**src/rtl/dma_pkg.sv**
```systemverilog
`default_nettype none
// ============================================================================
// Module   : dma_pkg
// Purpose  : Shared types, state encoding and winner-select helper for the
//            DMA priority arbiter.
// Revision : 1.0 - initial release
// ============================================================================
package dma_pkg;

   localparam int NUM_CH = 4;

   typedef logic [1:0] ch_idx_t;

   localparam logic [1:0] C_ST_IDLE     = 2'd0;
   localparam logic [1:0] C_ST_HOLD_REQ = 2'd1;
   localparam logic [1:0] C_ST_ACTIVE   = 2'd2;
   localparam logic [1:0] C_ST_RELEASE  = 2'd3;

   typedef enum logic [1:0] {
      ST_IDLE     = C_ST_IDLE,
      ST_HOLD_REQ = C_ST_HOLD_REQ,
      ST_ACTIVE   = C_ST_ACTIVE,
      ST_RELEASE  = C_ST_RELEASE
   } arb_state_t;

   // First requesting channel found when scanning upward from start (wraps).
   function automatic ch_idx_t pick_winner(input logic [NUM_CH-1:0] req,
                                           input ch_idx_t           start);
      ch_idx_t idx;
      ch_idx_t win;
      logic    found;
      win   = start;
      found = 1'b0;
      for (int k = 0; k < NUM_CH; k++) begin
         idx = start + ch_idx_t'(k);
         if (!found && req[idx]) begin
            win   = idx;
            found = 1'b1;
         end
      end
      return win;
   endfunction

endpackage
`default_nettype wire

```
**src/rtl/dma_dreq_sync.sv**
```systemverilog
`default_nettype none
// ============================================================================
// Module   : dma_dreq_sync
// Purpose  : Two-flop synchronizer for asynchronous DREQ lines followed by
//            the programmable request polarity correction.
// Revision : 1.0 - initial release
// ============================================================================
module dma_dreq_sync
   import dma_pkg::*;
#(
   parameter int WIDTH = NUM_CH
)
(
   input  logic             CLK,
   input  logic             RESET,
   input  logic [WIDTH-1:0] DREQ,
   input  logic             DREQ_LOW,
   output logic [WIDTH-1:0] REQ_POL
);

   logic [WIDTH-1:0] r_meta;
   logic [WIDTH-1:0] r_sync;

   always_ff @(posedge CLK) begin
      if (RESET) begin
         r_meta <= '0;
         r_sync <= '0;
      end else begin
         r_meta <= DREQ;
         r_sync <= r_meta;
      end
   end

   assign REQ_POL = r_sync ^ {WIDTH{DREQ_LOW}};

endmodule
`default_nettype wire

```
**src/rtl/dma_priority_arb.sv**
```systemverilog
`default_nettype none
// ============================================================================
// Module   : dma_priority_arb
// Purpose  : 4-channel DMA request arbiter with HRQ/HLDA bus handshake,
//            fixed or rotating priority and programmable DREQ/DACK polarity.
//            Rotating priority exists only with DMA_ROTATING_PRIORITY_EN.
// Revision : 1.0 - initial release
// ============================================================================
module dma_priority_arb
   import dma_pkg::*;
(
   input  logic        CLK,
   input  logic        RESET,
   input  logic [3:0]  DREQ,
   input  logic        HLDA,
   input  logic [3:0]  MASK,
   input  logic        CMD_DISABLE,
   input  logic        CMD_ROT,
   input  logic        CMD_DREQ_LOW,
   input  logic        CMD_DACK_HIGH,
   input  logic        XFER_DONE,
   output logic        HRQ,
   output logic [3:0]  DACK,
   output logic [1:0]  ACT_CH,
   output logic        ACT_VALID
);

   logic [NUM_CH-1:0] w_req_pol;
   logic [NUM_CH-1:0] w_req;
   logic              w_any_req;
   logic              w_grant;
   logic              w_done;
   ch_idx_t           w_start;
   ch_idx_t           w_winner;
   logic [NUM_CH-1:0] w_grant_1hot;
   arb_state_t        w_state_next;

   arb_state_t        r_state;
   ch_idx_t           r_act_ch;
   logic [NUM_CH-1:0] r_dack;

   dma_dreq_sync #(.WIDTH(NUM_CH)) u_dreq_sync (
      .CLK      (CLK),
      .RESET    (RESET),
      .DREQ     (DREQ),
      .DREQ_LOW (CMD_DREQ_LOW),
      .REQ_POL  (w_req_pol)
   );

   assign w_req     = w_req_pol & ~MASK;
   assign w_any_req = |w_req;
   assign w_grant   = (r_state == ST_HOLD_REQ) && HLDA && w_any_req;
   assign w_done    = (r_state == ST_ACTIVE) && XFER_DONE;

`ifdef DMA_ROTATING_PRIORITY_EN
   ch_idx_t r_ptr;

   // Pointer moves only on a completed service; an aborted grant leaves it.
   always_ff @(posedge CLK) begin
      if (RESET)
         r_ptr <= '0;
      else if (w_done)
         r_ptr <= r_act_ch + 2'd1;
   end

   assign w_start = CMD_ROT ? r_ptr : '0;
`else
   logic w_unused_rot;
   assign w_unused_rot = CMD_ROT;
   assign w_start      = '0;
`endif

   assign w_winner     = pick_winner(w_req, w_start);
   assign w_grant_1hot = 4'b0001 << w_winner;

   always_comb begin
      w_state_next = r_state;
      case (r_state)
         ST_IDLE:
            if (w_any_req && !CMD_DISABLE)
               w_state_next = ST_HOLD_REQ;
         ST_HOLD_REQ:
            if (w_grant)
               w_state_next = ST_ACTIVE;
            else if (!w_any_req)
               w_state_next = ST_IDLE;
         ST_ACTIVE:
            if (XFER_DONE)
               w_state_next = ST_RELEASE;
            else if (!HLDA)
               w_state_next = ST_IDLE;
         ST_RELEASE:
            if (!HLDA)
               w_state_next = ST_IDLE;
         default:
            w_state_next = ST_IDLE;
      endcase
   end

   // DACK is registered with its polarity captured at grant time so nothing
   // on the command/mask inputs can disturb it while a channel is serviced.
   always_ff @(posedge CLK) begin
      if (RESET) begin
         r_state  <= ST_IDLE;
         r_act_ch <= '0;
         r_dack   <= '1;
      end else begin
         r_state <= w_state_next;
         if (w_grant) begin
            r_act_ch <= w_winner;
            r_dack   <= CMD_DACK_HIGH ? w_grant_1hot : ~w_grant_1hot;
         end else if (w_state_next != ST_ACTIVE) begin
            r_dack   <= {NUM_CH{~CMD_DACK_HIGH}};
         end
      end
   end

   assign HRQ       = (r_state == ST_HOLD_REQ) || (r_state == ST_ACTIVE);
   assign ACT_VALID = (r_state == ST_ACTIVE);
   assign ACT_CH    = r_act_ch;
   assign DACK      = r_dack;

endmodule
`default_nettype wire

```
**config.mk**
```make
export PLATFORM = sky130hd
export DESIGN_NAME = dma_priority_arb
export DESIGN_NICKNAME = d
export VERILOG_FILES = /design/src/rtl/dma_pkg.sv /design/src/rtl/dma_dreq_sync.sv /design/src/rtl/dma_priority_arb.sv
export SDC_FILE = /design/constraint.sdc
export NUM_CORES = 1
export LEC_CHECK = 0
export ABC_CLOCK_PERIOD_IN_PS = 2580
export CAP_MARGIN = 25
export CORE_MARGIN = 3
export CORE_UTILIZATION = 47
export DETAILED_ROUTE_END_ITERATION = 8
export GPL_ROUTABILITY_DRIVEN = 0
export MAX_ROUTING_LAYER = met4
export PLACE_DENSITY = 0.73
export SLEW_MARGIN = 0
export SYNTH_ARGS = -nofsm -noshare
export SYNTH_HDL_FRONTEND = slang
export SYNTH_SLANG_ARGS = --single-unit
```
**constraint.sdc**
```tcl
create_clock -name CLK -period 2.58 [get_ports CLK]
set_clock_uncertainty 0.2 [all_clocks]
set_input_delay 0.516 -clock CLK [delete_from_list [all_inputs] [get_ports CLK]]
set_output_delay 0.516 -clock CLK [all_outputs]
set_load 0.01 [all_outputs]
```
Yosys cells after proc, flatten, opt, wreduce, memory -nomap -nowiden
Cells that the tools add are included.

word-level totals
  logic and storage cells = 44
  input bits = 16
  bits in registers = 16
  output and inout port bits = 8

cells by class
  muxes and demuxes = 15
  shift-type cells = 1
  reduce and logical (&&, ||, !) cells = 14
  bitwise operators = 5
  equal/unequal tests = 4

operator list
  operator                                             count
  2-to-1 mux 2 bit                                     7
  2-to-1 mux 4 bit                                     3
  inverter 4 bit                                       2
  case mux 2 bit (4 select lines)                      1
  logical AND 1 bit                                    6
  bitwise AND 4 bit                                    1
  equality test 2 bit, second input constant           2
  logical NOT 1 bit                                    4
  2-to-1 mux 1 bit                                     4
  OR reduction 4 bit                                   1
  << shifter 1 x 2 -> 4 bit, first input constant      1
  XOR 4 bit                                            1
  equality test 2 x 1 -> 1 bit, second input constant  1
  logical NOT 2 bit                                    1
  inequality test 2 bit, second input constant         1
  nonzero test 2 bit                                   1
  logical OR 1 bit                                     1
  inverter 1 bit                                       1

Depth between registers and ports, before layout
  depth in word-level cells = 16
  mapped depth = 8
  mapped depth without buffers = 8

Cells and area by module
A second synthesis with hierarchy kept.

second synthesis, totals
  cells, all modules = 88
  area, all modules = 864.6 sq um

by module, submodules not included
  module            area an instance (sq um)  seq. area each (sq um)  cells each  instances
  dma_priority_arb  619.3                     160.2                   68          1
  dma_dreq_sync     245.2                     160.2                   20          1

Worst setup path before layout
No wires, ideal clock.

  path kind = reg-to-reg
  start = register r_state[0]
  end = register r_dack[0] (netlist: DACK[0])
  slack = 0.522 ns
  period minus slack after synthesis = 2.058 ns
  setup time = 0.072 ns
  arrival = 1.786 ns
  cell stages (with the launch flop) = 9
  path through = dfxtp_1 > inv_1 > ha_1 > nand2_1 > a21oi_1 > or2_2 > a31oi_1 > o221a_4 > mux2i_1

RTL lines
  what                             RTL line                 source
  start, declared                  dma_priority_arb.sv:38   arb_state_t r_state;
  start signal, assigned           dma_priority_arb.sv:108  r_state <= w_state_next;
  equality test 2 bit              -
  via ACT_VALID                    dma_priority_arb.sv:25   output logic ACT_VALID
  case mux 2 bit (4 select lines)  dma_priority_arb.sv:78   case (r_state)
  inequality test 2 bit            dma_priority_arb.sv:112  end else if (w_state_next != ST_ACTIVE) begin
  nonzero test 2 bit (no line)     -
  end signal, assigned             dma_priority_arb.sv:111  r_dack <= CMD_DACK_HIGH ? w_grant_1hot : ~w_grant_1hot;
  end signal, assigned             dma_priority_arb.sv:113  r_dack <= {NUM_CH{~CMD_DACK_HIGH}};
  end, declared                    dma_priority_arb.sv:40   logic [NUM_CH-1:0] r_dack;

The timed path passes the listed nets, and every way through them passes these cells.
A chain may end at the register's enable or synchronous reset.

Worst setup path in the final report
  start = register r_state[1]
  end = output port HRQ

on the way
  longest elaborated chain between the ends = 2

ends and longest elaborated chain
  what                                                                 RTL line                 source
  equality test 2 x 1 -> 1 bit or equality test 2 bit (tied branches)  dma_priority_arb.sv:118  assign HRQ = (r_state == ST_HOLD_REQ) || (r_state == ST_ACTIVE);
  logical OR 1 bit (*)                                                 dma_priority_arb.sv:118
  end, declared                                                        dma_priority_arb.sv:22   output logic HRQ,

Every way passes the cells marked *; elsewhere a longest branch is shown, timed or not.

==> run metrics <==
outcome finished clean; largest net degree at the start of global routing 21; Max Slew Vio Count 0; worst-case clock buffer depth 2; flops & latches, synth 16; Worst-path clk slew approximately 90 ps; Post-DRT Antenna Nets 0; Setup WS post-layout between 150 and 200 ps; initial antenna violation count 0; gate count after technology mapping 100; most common cell after layout, fill and taps aside clkdlybuf4s50_1; setup violators final 0; multi-input logic area just under 600 um2; DP Area 1200 um2; total wire length 1880 um; register area share after synthesis between 30% and 40%; CTS Sinks 16; layout filler cell count 150; CP startpoint r_state[1]$_SDFF_PP0_; die width around 51 um; Synth Area per Inst around 9.4 um2; CP required roughly 1900 ps; Buffers on Ports 22; Hold-fix buffers, CTS 0; crit path time final about 2400 ps; # rows 15; Num CTS Buffers 3; core area between 1500 and 2000 um2; Yosys warning count 0; DRT iter0 DRCs 30; crit path launch type flop; root buffer cell clkbuf_4; Tcrit/Tclk final roughly 93%; cts repair resizes 0; Post-synth top flop dfxtp_1; Hold Fails Final Rpt 0; # DRC 0; worst-path cell chain inv_1 > ha_1 > clkdlybuf4s50_1; nets ~150; Initial Utilization 52.4%; slowest stage delay, CP ~520 ps; Cell variety after synth 35; drt first pass iters 4; Synth Net Count 120; HP Start u_dreq_sync.r_meta[3]$_SDFF_PP0_; GRT Overall Usage about 17%; H-tree depth 1; worst slack, placed -43.3 ps; Lkg Pwr around 0.45 nW; number of synthesized flops with an enable pin 0; Hold Path Class flop to flop; Die H 50.8 um; Crit. End Element primary output; clock latency on the worst-skew pair between 200 and 300 ps; setup repair bufs after CTS 0; grt ovf 0; CP arrival roughly 1700 ps; RSZ-0062 raised after global routing false; Max Clk Rate 415 MHz; post-route cell area ~1200 um2; DP HPWL approximately 1500 um; asr flop ratio synth 0%; DIE AREA between 2000 and 3000 um2; share of post-route cells with drive strength above 1 between 10% and 20%; antenna cells 0; Worst Max-Slew Pin Slew around 660 ps; CTS tree done; register area between 300 and 400 um2; slowest CP cell clkdlybuf4s50_1; critical path class flop to primary output; Area Overhead vs Synth 30.8%; most frequent cells in the layout clkdlybuf4s50_1 (22), dfxtp_1 (16), nor2_1 (11), nor2b_1 (10); Pwr Density around 490 nW/um2; first-pass GRT wire length 3260 um; Vias between 800 and 900; worst reg2reg startpoint r_state[0]$_SDFF_PP0_; Top Ports 24; # Max-Cap Violations 0; relative slew slack a little under three fifths; worst IR drop on VDD about 440 uV; mapped cell area ~940 um2; Vias/cell around 5.3; Worst Path Max Fanout 7; power after layout 0.608 mW; register-to-register setup slack about 270 ps; DR WL/cell ~12 um; number of global-route vias before repair between 700 and 800
[Yosys cell counts, drive strengths merged (2+ instances only)]
| master | count | area (um2) |
|---|---|---|
| nor2b | 12 | 85.1 |
| o31a | 2 | 35.0 |
| nor4 | 2 | 12.5 |
| o221ai | 3 | 32.5 |
| nor2 | 12 | 52.6 |
| xnor2 | 4 | 35.0 |
| mux2i | 4 | 40.0 |
| nand2 | 5 | 18.8 |
| o21ba | 2 | 20.0 |
| buf | 2 | 22.5 |
| ha | 4 | 50.1 |
| a21oi | 5 | 25.0 |
| nand2b | 2 | 12.5 |
| a2bb2oi | 3 | 26.3 |
| a31oi | 3 | 18.8 |
| dfxtp | 16 | 320 |
| inv | 2 | 7.51 |
| o21ai | 4 | 20.0 |
[path summary, 6_finish.rpt]
path / to / depth (start not counted)
setup / recovery: HRQ / 3
hold / removal: u_dreq_sync.r_sync[3]$_SDFF_PP0_ / 1
setup reg to reg: DACK[1]$_SDFFE_PP1P_ / 8
hold reg to reg: u_dreq_sync.r_sync[3]$_SDFF_PP0_ / 1
[area by class of cell]
cell class,count,area share (%)
Tap cell,25,2.54
Sequential cell,16,26.0
Clock buffer,4,2.94
Inverter,2,0.609
Timing Repair Buffer,27,20.9
Multi-Input combinational cell,78,47.1
[state kept, by name (all words and copies together), names as in the netlist]
register,flops
ACT_CH,2
DACK,4
r_state,2
u_dreq_sync.r_meta,4
u_dreq_sync.r_sync,4
[per-stage QoR]
step | hold WS (ps) | setup TNS, ps | cells | utilization, %
after CTS | 246 | 0 | 152 | 68.5
after global placement | 218 | -27.3 | 148 | 66.5
after detailed placement | 226 | -94.3 | 148 | 66.5
final | 244 | 0 | 152 | 68.5
after floorplan | 214 | 0 | 100 | -
after global routing | 262 | 0 | 152 | 68.5
[layer usage]
metal,up-vias,track usage [%],routed length (um)
met1,375,22.1,924
met5,-,-,0
met3,4,2.08,80
met4,0,6.73,31
met2,18,25.7,845
li1,416,-,-
[cell families after synthesis]
kind of cell / after synthesis / synth area share (%)
AND/OR/NAND/NOR: 36 / 21.2
buffers and inverters: 6 / 4.51
XOR/XNOR: 5 / 4.64
flip-flops: 16 / 34.0
multiplexers: 4 / 4.24
adder cells (fa/ha/maj): 4 / 5.31
AO/OA/AOI/OAI: 29 / 26.1
[worst max-delay path: cells and delay by family, from the launching register on]
| kind | cells | cell delay, ps |
|---|---|---|
| flops | 1 | 500 |
| fa+ha+maj | 1 | 280 |
| buf+inv | 2 | 620 |
[report_power, final]
part / switching [mW] / internal, mW / leakage (nW) / total [mW]
Clock: 0.0770 / 0.0859 / 0.0210 / 0.163
Sequential: 0.0129 / 0.263 / 0.132 / 0.276
Combinational: 0.0777 / 0.0913 / 0.299 / 0.169
Total: 0.168 / 0.440 / 0.452 / 0.608
No activity file was read; power rests on OpenSTA's default activity.
